File: config.mk
export PLATFORM = sky130hd
export DESIGN_NAME = out_pulse_monitor
export DESIGN_NICKNAME = d
export VERILOG_FILES = /design/src/rtl/out_pulse_monitor.sv
export SDC_FILE = /design/constraint.sdc
export NUM_CORES = 1
export LEC_CHECK = 0
export CORE_UTILIZATION = 30
export DETAILED_ROUTE_END_ITERATION = 8
export GPL_ROUTABILITY_DRIVEN = 0
export PLACE_DENSITY_LB_ADDON = 0.05
export REMOVE_ABC_BUFFERS = 1
export SLEW_MARGIN = 30
export SYNTH_ARGS = -nofsm -noshare
export SYNTH_HDL_FRONTEND = slang
export SYNTH_SLANG_ARGS = --single-unit
export TNS_END_PERCENT = 5
File: constraint.sdc
create_clock -name clk -period 4.3 [get_ports clk]
set_input_delay 0.86 -clock clk [delete_from_list [all_inputs] [get_ports clk]]
set_output_delay 0.86 -clock clk [all_outputs]
set_load 0.005 [all_outputs]
File: src/rtl/out_pulse_monitor.sv
// Measures the high time of each pulse on sig_in and rejects pulses shorter than MIN_WIDTH.
// Qualified pulses are queued as {sat, width} records in a first-word-fall-through FIFO.
module out_pulse_monitor #(
  parameter int unsigned WIDTH_W   = 8,
  parameter int unsigned MIN_WIDTH = 1,
  parameter int unsigned DEPTH     = 4
) (
  input  logic               clk,
  input  logic               reset,
  input  logic               sig_in,
  output logic               rec_valid,
  input  logic               rec_ready,
  output logic [WIDTH_W-1:0] rec_width,
  output logic               rec_sat,
  output logic [15:0]        evt_count,
  output logic               overflow,
  output logic               busy
);

  localparam int unsigned ADDR_W = $clog2(DEPTH);
  localparam int unsigned PTR_W  = ADDR_W + 1;
  localparam logic [WIDTH_W-1:0] MAX_CNT = '1;
  localparam logic [WIDTH_W-1:0] ONE_CNT = WIDTH_W'(1);
  localparam logic [WIDTH_W-1:0] MIN_CNT = WIDTH_W'(MIN_WIDTH);

  typedef enum logic {
    IDLE,
    MEASURE
  } state_t;

  typedef struct packed {
    logic               sat;
    logic [WIDTH_W-1:0] width;
  } rec_t;

  state_t             state_q, state_d;
  logic               sig_d_q, sig_d_d;
  logic [WIDTH_W-1:0] width_cnt_q, width_cnt_d;
  logic               sat_q, sat_d;
  logic [PTR_W-1:0]   wr_ptr_q, wr_ptr_d;
  logic [PTR_W-1:0]   rd_ptr_q, rd_ptr_d;
  logic [15:0]        evt_count_q, evt_count_d;
  logic               overflow_q, overflow_d;
  rec_t               last_q, last_d;
  rec_t               mem_q [DEPTH];

  logic rise;
  logic push;
  logic pop;
  logic wr_en;
  logic empty;
  logic full;
  rec_t head;

  assign rise = sig_in & ~sig_d_q;

  // NOTE: every signal driven here gets a default first, so no path leaves it unassigned (no latch).
  always_comb begin
    state_d     = state_q;
    width_cnt_d = width_cnt_q;
    sat_d       = sat_q;
    push        = 1'b0;
    case (state_q)
      IDLE: begin
        if (rise) begin
          state_d     = MEASURE;
          width_cnt_d = ONE_CNT;
          sat_d       = 1'b0;
        end
      end
      MEASURE: begin
        if (sig_in) begin
          if (width_cnt_q == MAX_CNT) begin
            sat_d = 1'b1;
          end else begin
            width_cnt_d = width_cnt_q + ONE_CNT;
          end
        end else begin
          state_d = IDLE;
          push    = (width_cnt_q >= MIN_CNT);
        end
      end
      default: state_d = IDLE;
    endcase
  end

  always_comb begin
    empty       = (wr_ptr_q == rd_ptr_q);
    full        = (wr_ptr_q[PTR_W-1] != rd_ptr_q[PTR_W-1]) &&
                  (wr_ptr_q[ADDR_W-1:0] == rd_ptr_q[ADDR_W-1:0]);
    head        = mem_q[rd_ptr_q[ADDR_W-1:0]];
    pop         = ~empty & rec_ready;
    // A pop in the same cycle frees the slot, so a push onto a full FIFO is still accepted.
    wr_en       = push & (~full | pop);
    wr_ptr_d    = wr_ptr_q;
    rd_ptr_d    = rd_ptr_q;
    evt_count_d = evt_count_q;
    overflow_d  = overflow_q | (push & ~wr_en);
    last_d      = last_q;
    sig_d_d     = sig_in;
    if (wr_en) wr_ptr_d = wr_ptr_q + 1'b1;
    if (pop) begin
      rd_ptr_d = rd_ptr_q + 1'b1;
      last_d   = head;
    end
    if (push) evt_count_d = evt_count_q + 16'd1;
  end

  // NOTE: sequential state uses non-blocking assignments only.
  always_ff @(posedge clk) begin
    if (reset) begin
      state_q     <= IDLE;
      sig_d_q     <= 1'b1;
      width_cnt_q <= '0;
      sat_q       <= 1'b0;
      wr_ptr_q    <= '0;
      rd_ptr_q    <= '0;
      evt_count_q <= '0;
      overflow_q  <= 1'b0;
      last_q      <= '0;
    end else begin
      state_q     <= state_d;
      sig_d_q     <= sig_d_d;
      width_cnt_q <= width_cnt_d;
      sat_q       <= sat_d;
      wr_ptr_q    <= wr_ptr_d;
      rd_ptr_q    <= rd_ptr_d;
      evt_count_q <= evt_count_d;
      overflow_q  <= overflow_d;
      last_q      <= last_d;
    end
  end

  // NOTE: record storage is not reset; entries are only read once written, and last_q covers the empty case.
  always_ff @(posedge clk) begin
    if (wr_en) mem_q[wr_ptr_q[ADDR_W-1:0]] <= '{sat: sat_q, width: width_cnt_q};
  end

  assign rec_valid = ~empty;
  assign rec_width = empty ? last_q.width : head.width;
  assign rec_sat   = empty ? last_q.sat   : head.sat;
  assign evt_count = evt_count_q;
  assign overflow  = overflow_q;
  assign busy      = (state_q == MEASURE);

endmodule

==> impl_metrics.tcl, run 1 <==
set metrics [dict create \
    run_status "finished, violations left" \
    violations "design-rule violations" \
    ant_nets 0 \
    cts_made_buffers 9 \
    drive_gt1_share_pct 12.8 \
    critPathBufInv 1 \
    synth_top_area_cell "edfxtp_1" \
    start_util_pct 31.1 \
    dieHeight_um 111 \
    synth_xor_area_share_pct 2.44 \
    cts-root-buf "clkbuf_16" \
    htreeDepth 3 \
    fin_crit_sh_pct 81.2 \
    maxCapViolCount 0 \
    cellPowerDensity_nw_per_um2 372 \
    clk_pin_slew_ps 70 \
    grt_overflow 0 \
    tightest_slew_ps 728 \
    cp-end-kind "primary output" \
    setup_slack_ps 810 \
    setup_viol_count_final 0 \
    clk_latency_ps 330 \
    regArea_um2 1980 \
    die-width_um 111 \
    die-area_um2 12400 \
    slew_headroom_pct 51.5 \
    num_io_pins 32 \
    path_class "flip-flop to primary output" \
    hold_viol_final 0 \
    ys.flop_type "dfxtp_1" \
    synth_top_family_by_area "simple AND/OR/NAND/NOR gates" \
    cts_tree "yes" \
    async_flop_share_pct 0 \
    cts_resized 0 \
    synthTopCellsByArea "edfxtp_1, dfxtp_1, mux4_2" \
    path_cells "xor2_1 -> or3_1 -> mux2_2 -> clkdlybuf4s50_1" \
    cp.required_ps 3440 \
    nNetsFinal 351 \
    pre_cts_ws_ps 1060 \
    syn_area_um2 3590 \
    start_kind "flip-flop" \
    wl_um 7660 \
    gr-usage-all-layers_pct 13.5 \
    avgSynthCellArea_um2 11.6 \
    drv_slew 0 \
    ys_warn_count 0 \
    final.setup_skew_ps 7.79 \
    drc 4 \
    critPathMaxFanout 20 \
    synthDistinctLibCells 44 \
    p_total_w 0.00162 \
    muxShareOfSynthArea_pct 10.6 \
    hold_buffers 0 \
    dpl.hpwl_um 5170 \
    finalCoreUtilization_pct 37.6 \
    netlist_instances 309 \
    post_cts_buffers 0 \
    rsz0062_at_grt "false" \
    timing.final.crit_period_ps 3490 \
    grt_pass1_vias 2437 \
    clk_path_buf_depth 2 \
    synthSimpleGateAreaFrac_pct 15.3 \
    cp_slowest_cell "or3_1" \
    firstDrtPassIters 6 \
    tns_ps 0 \
    rows 39 \
    cpPeakStageDelay_ps 640 \
    synth_compound_area_share_pct 10.1 \
    multi_input_area_um2 1510 \
    cts_sinks 81 \
    hold_path_class "flip-flop to flip-flop" \
    synth-adder-area-share_pct 3.13 \
    vias_per_cell 5.01 \
    port_buffers 31 \
    grt_max_degree 29 \
    routedWlPerCell_um 15.8 \
    yosysTopAreaCellShare_pct 30.1 \
    ir_drop_v 0.000233 \
    diodes 0 \
    hold_ws_ps 453 \
    detailedRoute.firstIterationViolations 125 \
    n_fill_cell 1147 \
    coreArea_um2 11600 \
    ys_seq_area_share_pct 55.2 \
    antenna_found_initial 0 \
    fmax_mhz 287 \
    path_delay_family "simple AND/OR/NAND/NOR gates" \
    crit_arrival_ps 2630 \
    grt_pass1_wl_um 12800 \
    ys_ff_latch 81 \
    area_delta_synth_final_pct 20.9 \
    synth-edff-count 36 \
    p_leak_nw 1.43 \
    via_count 2435 \
]
-- worst paths after layout --
kind                        from      endpoint  slack (ps)  cells past startpoint
hold / removal         last_q[5]     last_q[5]         450                      2
hold reg to reg        last_q[5]     last_q[5]         450                      2
setup reg to reg  width_cnt_q[0]   mem_q[1][5]        1610                      6
setup / recovery     wr_ptr_q[0]  rec_width[4]         810                      4
-- through the flow --
step / instances / area (um2)
finish: 486 / 4340
floorplan: 293 / 3520
global placement: 470 / 4040
global route: 486 / 4340
CTS: 486 / 4340
detailed placement: 470 / 4050
-- worst min-delay path: cells and delay by family (launching register included) --
family          cells  cell delay [ps]
compound gates      1               50
flops               1              310
simple gates        1               50
-- cells in the mapped netlist (all sizes together), types with 3 or more instances --
| library cell | count |
|---|---|
| mux2 | 13 |
| o31ai | 11 |
| and2 | 3 |
| nand2b | 4 |
| nand2 | 17 |
| and4 | 3 |
| nor2 | 15 |
| xor2 | 4 |
| or3 | 4 |
| mux4 | 9 |
| xnor2 | 6 |
| buf | 6 |
| clkbuf | 10 |
| or4 | 11 |
| inv | 12 |
| nor2b | 4 |
| edfxtp | 36 |
| nor4 | 3 |
| ha | 9 |
| o21ai | 7 |
| nand3 | 23 |
| a31oi | 4 |
| a21oi | 23 |
| and3 | 4 |
| dfxtp | 45 |
| a211oi | 3 |
| mux2i | 3 |
| a21boi | 4 |
-- cell usage in the layout, fill, tap and decap left out, types with 4 or more instances in the layout --
cell type        count
edfxtp_1            36
clkdlybuf4s50_1     31
o31ai_1             10
a21boi_0             4
a31oi_1              4
xor2_1               4
clkbuf_16            9
ha_1                 9
or3_1                4
nand2b_1             4
o21ai_0              7
nor2_1              15
xnor2_1              6
and3_1               4
a21oi_1             23
mux2_2              13
inv_1               12
nand2_1             17
mux4_2               9
or4_1               11
nand3_1             23
nor2b_1              4
dfxtp_1             45
-- registers in the layout, indices dropped and copies added (netlist names), named ones only --
name         flops
last_q           9
mem_q           36
wr_ptr_q         3
rd_ptr_q         3
sat_q            1
sig_d_q          1
overflow         1
busy             1
width_cnt_q      8
evt_count       16
-- routing by layer --
layer / wire, um / part of all wire, % / GRT usage, % / vias to the layer above
li1: - / - / - / 1217
met3: 361 / 4.7 / 4.74 / 8
met5: 0 / 0 / 0 / -
met4: 89 / 1.2 / 4.14 / 0
met1: 3800 / 50 / 18.7 / 1162
met2: 3400 / 44 / 19.8 / 48
-- cells by family (layout without fill, tap and decap cells) --
family          Yosys count  count (layout)
compound gates           58              58
xor+xnor                 10              10
fa+ha+maj                 9               9
flops                    81              81
mux                      25              25
buf+inv                  29              63
simple gates             97              97
-- power by group --
group / internal (W) / leakage (nW) / switching, W
Clock: 0.000448 / 0.139 / 0.000309
Combinational: 0.0000227 / 0.584 / 0.0000268
Sequential: 0.000802 / 0.708 / 0.00000665
Total: 0.00127 / 1.43 / 0.000342
-- layout make-up --
cell class	instances	share of cell area, %
Timing Repair Buffer	34	7.66
Clock buffer	9	5.18
Sequential cell	81	45.6
Tap cell	143	4.12
Clock inverter	7	1.64
Inverter	13	1.12
Multi-Input combinational cell	199	34.6
Power figures use the tool's default switching activity.
==> run 2: changes to the inputs <==
- clock period: 4.3 -> 3.5 ns (I/O delays scaled with it)
==> run 2 against run 1 <==
The flow still finishes with violations (design-rule violations). Sequential share of layout area is 0.24 points lower. Power up 24%. Global-route usage fell by 0.20 points. Worst setup slack got worse by 520 ps. Count of clock-buffer cells in the layout up 2. Die area did not move. Cell count grew 0.82%. Worst hold slack got worse by 3.3 ps.
==> impl_metrics.tcl, run 2 (synthesis gave the netlist of run 1 again) <==
set metrics [dict create \
    run_status "finished, violations left" \
    violations "design-rule violations" \
    grt_overflow 0 \
    htreeDepth 3 \
    wl_met1_um 3850 \
    rows 39 \
    path_cells "xor2_1 -> or3_1 -> mux2_2 -> clkdlybuf4s50_1" \
    detailedRoute.firstIterationViolations 97 \
    cp.required_ps 2800 \
    drv_slew 0 \
    wl_um 7500 \
    critPathBufInv 1 \
    critPathMaxFanout 18 \
    vias_per_cell 4.97 \
    dieHeight_um 111 \
    cp-end-kind "primary output" \
    die-width_um 111 \
    cts_sinks 81 \
    met3_length_um 203 \
    tns_ps 0 \
    timing.final.crit_period_ps 3210 \
    pre_cts_ws_ps 545 \
    placedCellCount 474 \
    firstDrtPassIters 6 \
    area_delta_synth_final_pct 21.6 \
    path_class "flip-flop to primary output" \
    maxCapViolCount 0 \
    p_leak_nw 1.43 \
    cpPeakStageDelay_ps 580 \
    cts-root-buf "clkbuf_16" \
    largest_register_ffs 36 \
    coreArea_um2 11600 \
    ir_drop_v 0.000205 \
    cp_slowest_cell "or3_1" \
    n_fill_cell 1144 \
    clk_pin_slew_ps 60 \
    start_util_pct 31.1 \
    start_kind "flip-flop" \
    post_cts_buffers 0 \
    drc 4 \
    cts_tree "yes" \
    multi_input_area_um2 1500 \
    grt_pass1_wl_um 12400 \
    cellPowerDensity_nw_per_um2 458 \
    num_io_pins 32 \
    ant_nets 0 \
    routedWlPerCell_um 15.3 \
    final_cell_mix "dfxtp_1, edfxtp_1, clkdlybuf4s50_1" \
    slew_headroom_pct 34.9 \
    grt_max_degree 34 \
    cts_made_buffers 9 \
    setup_slack_ps 290 \
    fin_crit_sh_pct 91.7 \
    hold_ws_ps 450 \
    tightest_slew_ps 971 \
    fmax_mhz 311 \
    via_count 2433 \
    cts_resized 0 \
    die-area_um2 12400 \
    path_delay_family "simple AND/OR/NAND/NOR gates" \
    clk_path_buf_depth 2 \
    port_buffers 31 \
    regArea_um2 1980 \
    setup_viol_count_final 0 \
    rsz0062_at_grt "false" \
    clk_latency_ps 340 \
    wl_met2_um 3270 \
    grt_pass1_vias 2286 \
    gr-usage-all-layers_pct 13.3 \
    dpl.hpwl_um 5170 \
    diodes 0 \
    nNetsFinal 355 \
    drive_gt1_share_pct 13.8 \
    hold_viol_final 0 \
    hold_buffers 0 \
    antenna_found_initial 0 \
    crit_arrival_ps 2510 \
    final_common_cell "dfxtp_1" \
    final.setup_skew_ps 5.51 \
    top_layer_used "met4" \
    hold_path_class "flip-flop to flip-flop" \
    final_cells 490 \
]
-- run 2: cell types whose count changed in the layout (fill, tap and decap cells not counted) --
cell,before,now
clkbuf_1,0,1
clkinv_2,1,2
o31ai_4,1,0
o31ai_2,0,1
clkinv_4,2,0
clkbuf_8,0,1
clkinv_1,2,1
buf_4,3,7
-- run 2: area by class of cell --
type / instances / share of cell area [%]
Tap cell: 143 / 4.10
Timing Repair Buffer: 38 / 8.31
Multi-Input combinational cell: 199 / 34.3
Clock buffer: 11 / 5.56
Inverter: 13 / 1.12
Clock inverter: 5 / 1.26
Sequential cell: 81 / 45.4
-- run 2: through the flow --
step / area (um2) / util (%) / power [W]
2_1_floorplan: 3520 / - / 0.00104
3_3_place_gp: 4070 / 35.2 / 0.00108
3_5_place_dp: 4070 / 35.2 / 0.00108
4_1_cts: 4370 / 37.8 / 0.00203
5_1_grt: 4370 / 37.8 / 0.00208
6_report: 4370 / 37.8 / 0.00200
-- run 2: worst reg2reg max path: stages (launching register included) --
cell      delay (ps)
dfxtp_1          580
inv_1            130
ha_1             220
nor4b_4          150
a2111o_1         610
nor4_1           400
mux2_2           370
-- run 2: per-layer routing --
metal | track usage (%) | vias up
met5 | 0 | -
met1 | 18.3 | 1162
li1 | - | 1225
met3 | 3.65 | 12
met4 | 7.57 | 0
met2 | 18.8 | 34
-- run 2: path summary, 6_finish.rpt --
| path | startpoint | endpoint | slack (ps) | cells past startpoint |
|---|---|---|---|---|
| max reg2reg | width_cnt_q[0] | evt_count[13] | 930 | 6 |
| min reg2reg | last_q[1] | last_q[1] | 450 | 2 |
| min | last_q[1] | last_q[1] | 450 | 2 |
| max | wr_ptr_q[1] | rec_width[3] | 290 | 4 |
-- run 2: power by group --
part           total (W)  internal (W)  switching [W]  leakage [nW]
clock           0.000943      0.000569       0.000374         0.142
combinational  0.0000619     0.0000299      0.0000321         0.603
sequential      0.000993      0.000985     0.00000771         0.690
total            0.00200       0.00158       0.000414          1.43
==> run 3: changes to the inputs <==
- PLACE_DENSITY_LB_ADDON: 0.05 -> 0.2
==> run 3 against run 2 <==
The run still ends with design-rule violations left. Power decreased by 2.2%. First-iteration DRC count up 56%. Combinational power increased by 2%. Count of clock-buffer cells in the layout stayed put. Wire length down 3.8%. Cell count increased by 0.20%. Die area is the same.
==> impl_metrics.tcl, run 3 (synthesis gave the netlist of run 1 again) <==
set metrics [dict create \
    tns_ps 0 \
    grt_pass1_wl_um 12300 \
    hold_depth 2 \
    grt_pass1_vias 2408 \
    hold_path_class "flip-flop to flip-flop" \
    via_count 2446 \
    ant_nets 0 \
    detailedRoute.firstIterationViolations 151 \
    rsz0062_at_grt "false" \
    drive_gt1_share_pct 13.8 \
    cts-root-buf "clkbuf_16" \
    regArea_um2 1980 \
    cellPowerDensity_nw_per_um2 448 \
    die-width_um 111 \
    slew_headroom_pct 50.5 \
    port_buffers 31 \
    pre_cts_ws_ps 558 \
    start_util_pct 31.1 \
    htreeDepth 3 \
    gr-usage-all-layers_pct 12.8 \
    drc 6 \
    tightest_slew_ps 736 \
    cp-end-kind "primary output" \
    coreArea_um2 11600 \
    num_io_pins 32 \
    cts_sinks 81 \
    path_class "flip-flop to primary output" \
    start_kind "flip-flop" \
    hold_buffers 0 \
    cts_tree "yes" \
    maxCapViolCount 0 \
    area_delta_synth_final_pct 21.5 \
    grt_overflow 0 \
    reg2reg_depth 6 \
    cp.required_ps 2800 \
    run_status "finished, violations left" \
    p_leak_nw 1.44 \
    diodes 0 \
    violations "design-rule violations" \
    critPathMaxFanout 20 \
    dieHeight_um 111 \
    cts_made_buffers 9 \
    clk_pin_slew_ps 60 \
    cts_resized 0 \
    post_cts_buffers 0 \
    final_cells 491 \
    rr_endpoint "evt_count[13]" \
    firstDrtPassIters 6 \
    min-delay-start "last_q[4]" \
    p_total_w 0.00195 \
    routedWlPerCell_um 14.7 \
    dpl.hpwl_um 4970 \
    setup_slack_ps 319 \
    placedCellCount 475 \
    wl_um 7210 \
    n_fill_cell 1129 \
    drv_slew 0 \
    hold_end "last_q[4]" \
    final_cell_mix "dfxtp_1, edfxtp_1, clkdlybuf4s50_1" \
    timing.rr.start "width_cnt_q[0]" \
    timing.final.crit_period_ps 3180 \
    multi_input_area_um2 1490 \
    fin_crit_sh_pct 90.9 \
    vias_per_cell 4.98 \
    rows 39 \
    finalCoreUtilization_pct 37.7 \
    final_common_cell "dfxtp_1" \
    clk_path_buf_depth 2 \
    setup_viol_count_final 0 \
    reg2reg_slack_ps 970 \
    largest_register_ffs 36 \
    nNetsFinal 356 \
    clk_latency_ps 330 \
    grt_max_degree 21 \
    crit_arrival_ps 2480 \
    fmax_mhz 314 \
    final.setup_skew_ps 6.97 \
    hold_viol_final 0 \
    ir_drop_v 0.000299 \
    antenna_found_initial 0 \
    die-area_um2 12400 \
]
run 3: report_power, final:
group | internal (W) | switching [W] | leakage [nW]
combinational | 0.0000304 | 0.0000325 | 0.608
clock | 0.000526 | 0.000373 | 0.137
sequential | 0.000985 | 0.00000777 | 0.690
total | 0.00154 | 0.000413 | 1.44
run 3: metrics by stage:
stage / hold slack [ps] / cell area [um2]
floorplan: 428 / 3520
global placement: 439 / 4070
detailed placement: 446 / 4070
CTS: 455 / 4360
global route: 472 / 4360
finish: 453 / 4360
run 3: layout make-up:
| cell class | instances | area share (%) |
|---|---|---|
| clock buffers | 11 | 5.82 |
| flip-flops and latches | 81 | 45.4 |
| well taps | 143 | 4.10 |
| clock inverters | 5 | 0.860 |
| multi-input cells | 199 | 34.2 |
| repair buffers | 39 | 8.49 |
| inverters | 13 | 1.12 |
run 3: worst max-delay path, cell delays in order, from the launching register on:
cell and delay, ps:
dfxtp_1 440, xor2_1 250, or3_1 600, mux2_2 410
clkdlybuf4s50_1 440
run 3: routing by layer:
metal	global-route usage (%)	wire, um	part of all wire, %
met5	0	0	0
met4	3.87	62	0.86
met3	4.52	245	3.4
met2	20.5	3400	47
met1	16.2	3510	49
run 3: worst max path at each step:
| stage | start | to | slack (ps) | cells past startpoint |
|---|---|---|---|---|
| floorplan | sig_in | evt_count[13] | 1270 | 4 |
| CTS | wr_ptr_q[1] | rec_width[3] | 280 | 4 |
| detailed placement | sig_in | evt_count[13] | 560 | 5 |
| finish | wr_ptr_q[1] | rec_width[3] | 320 | 4 |
| global route | wr_ptr_q[1] | rec_width[3] | 130 | 4 |
| global placement | sig_in | evt_count[13] | 560 | 5 |
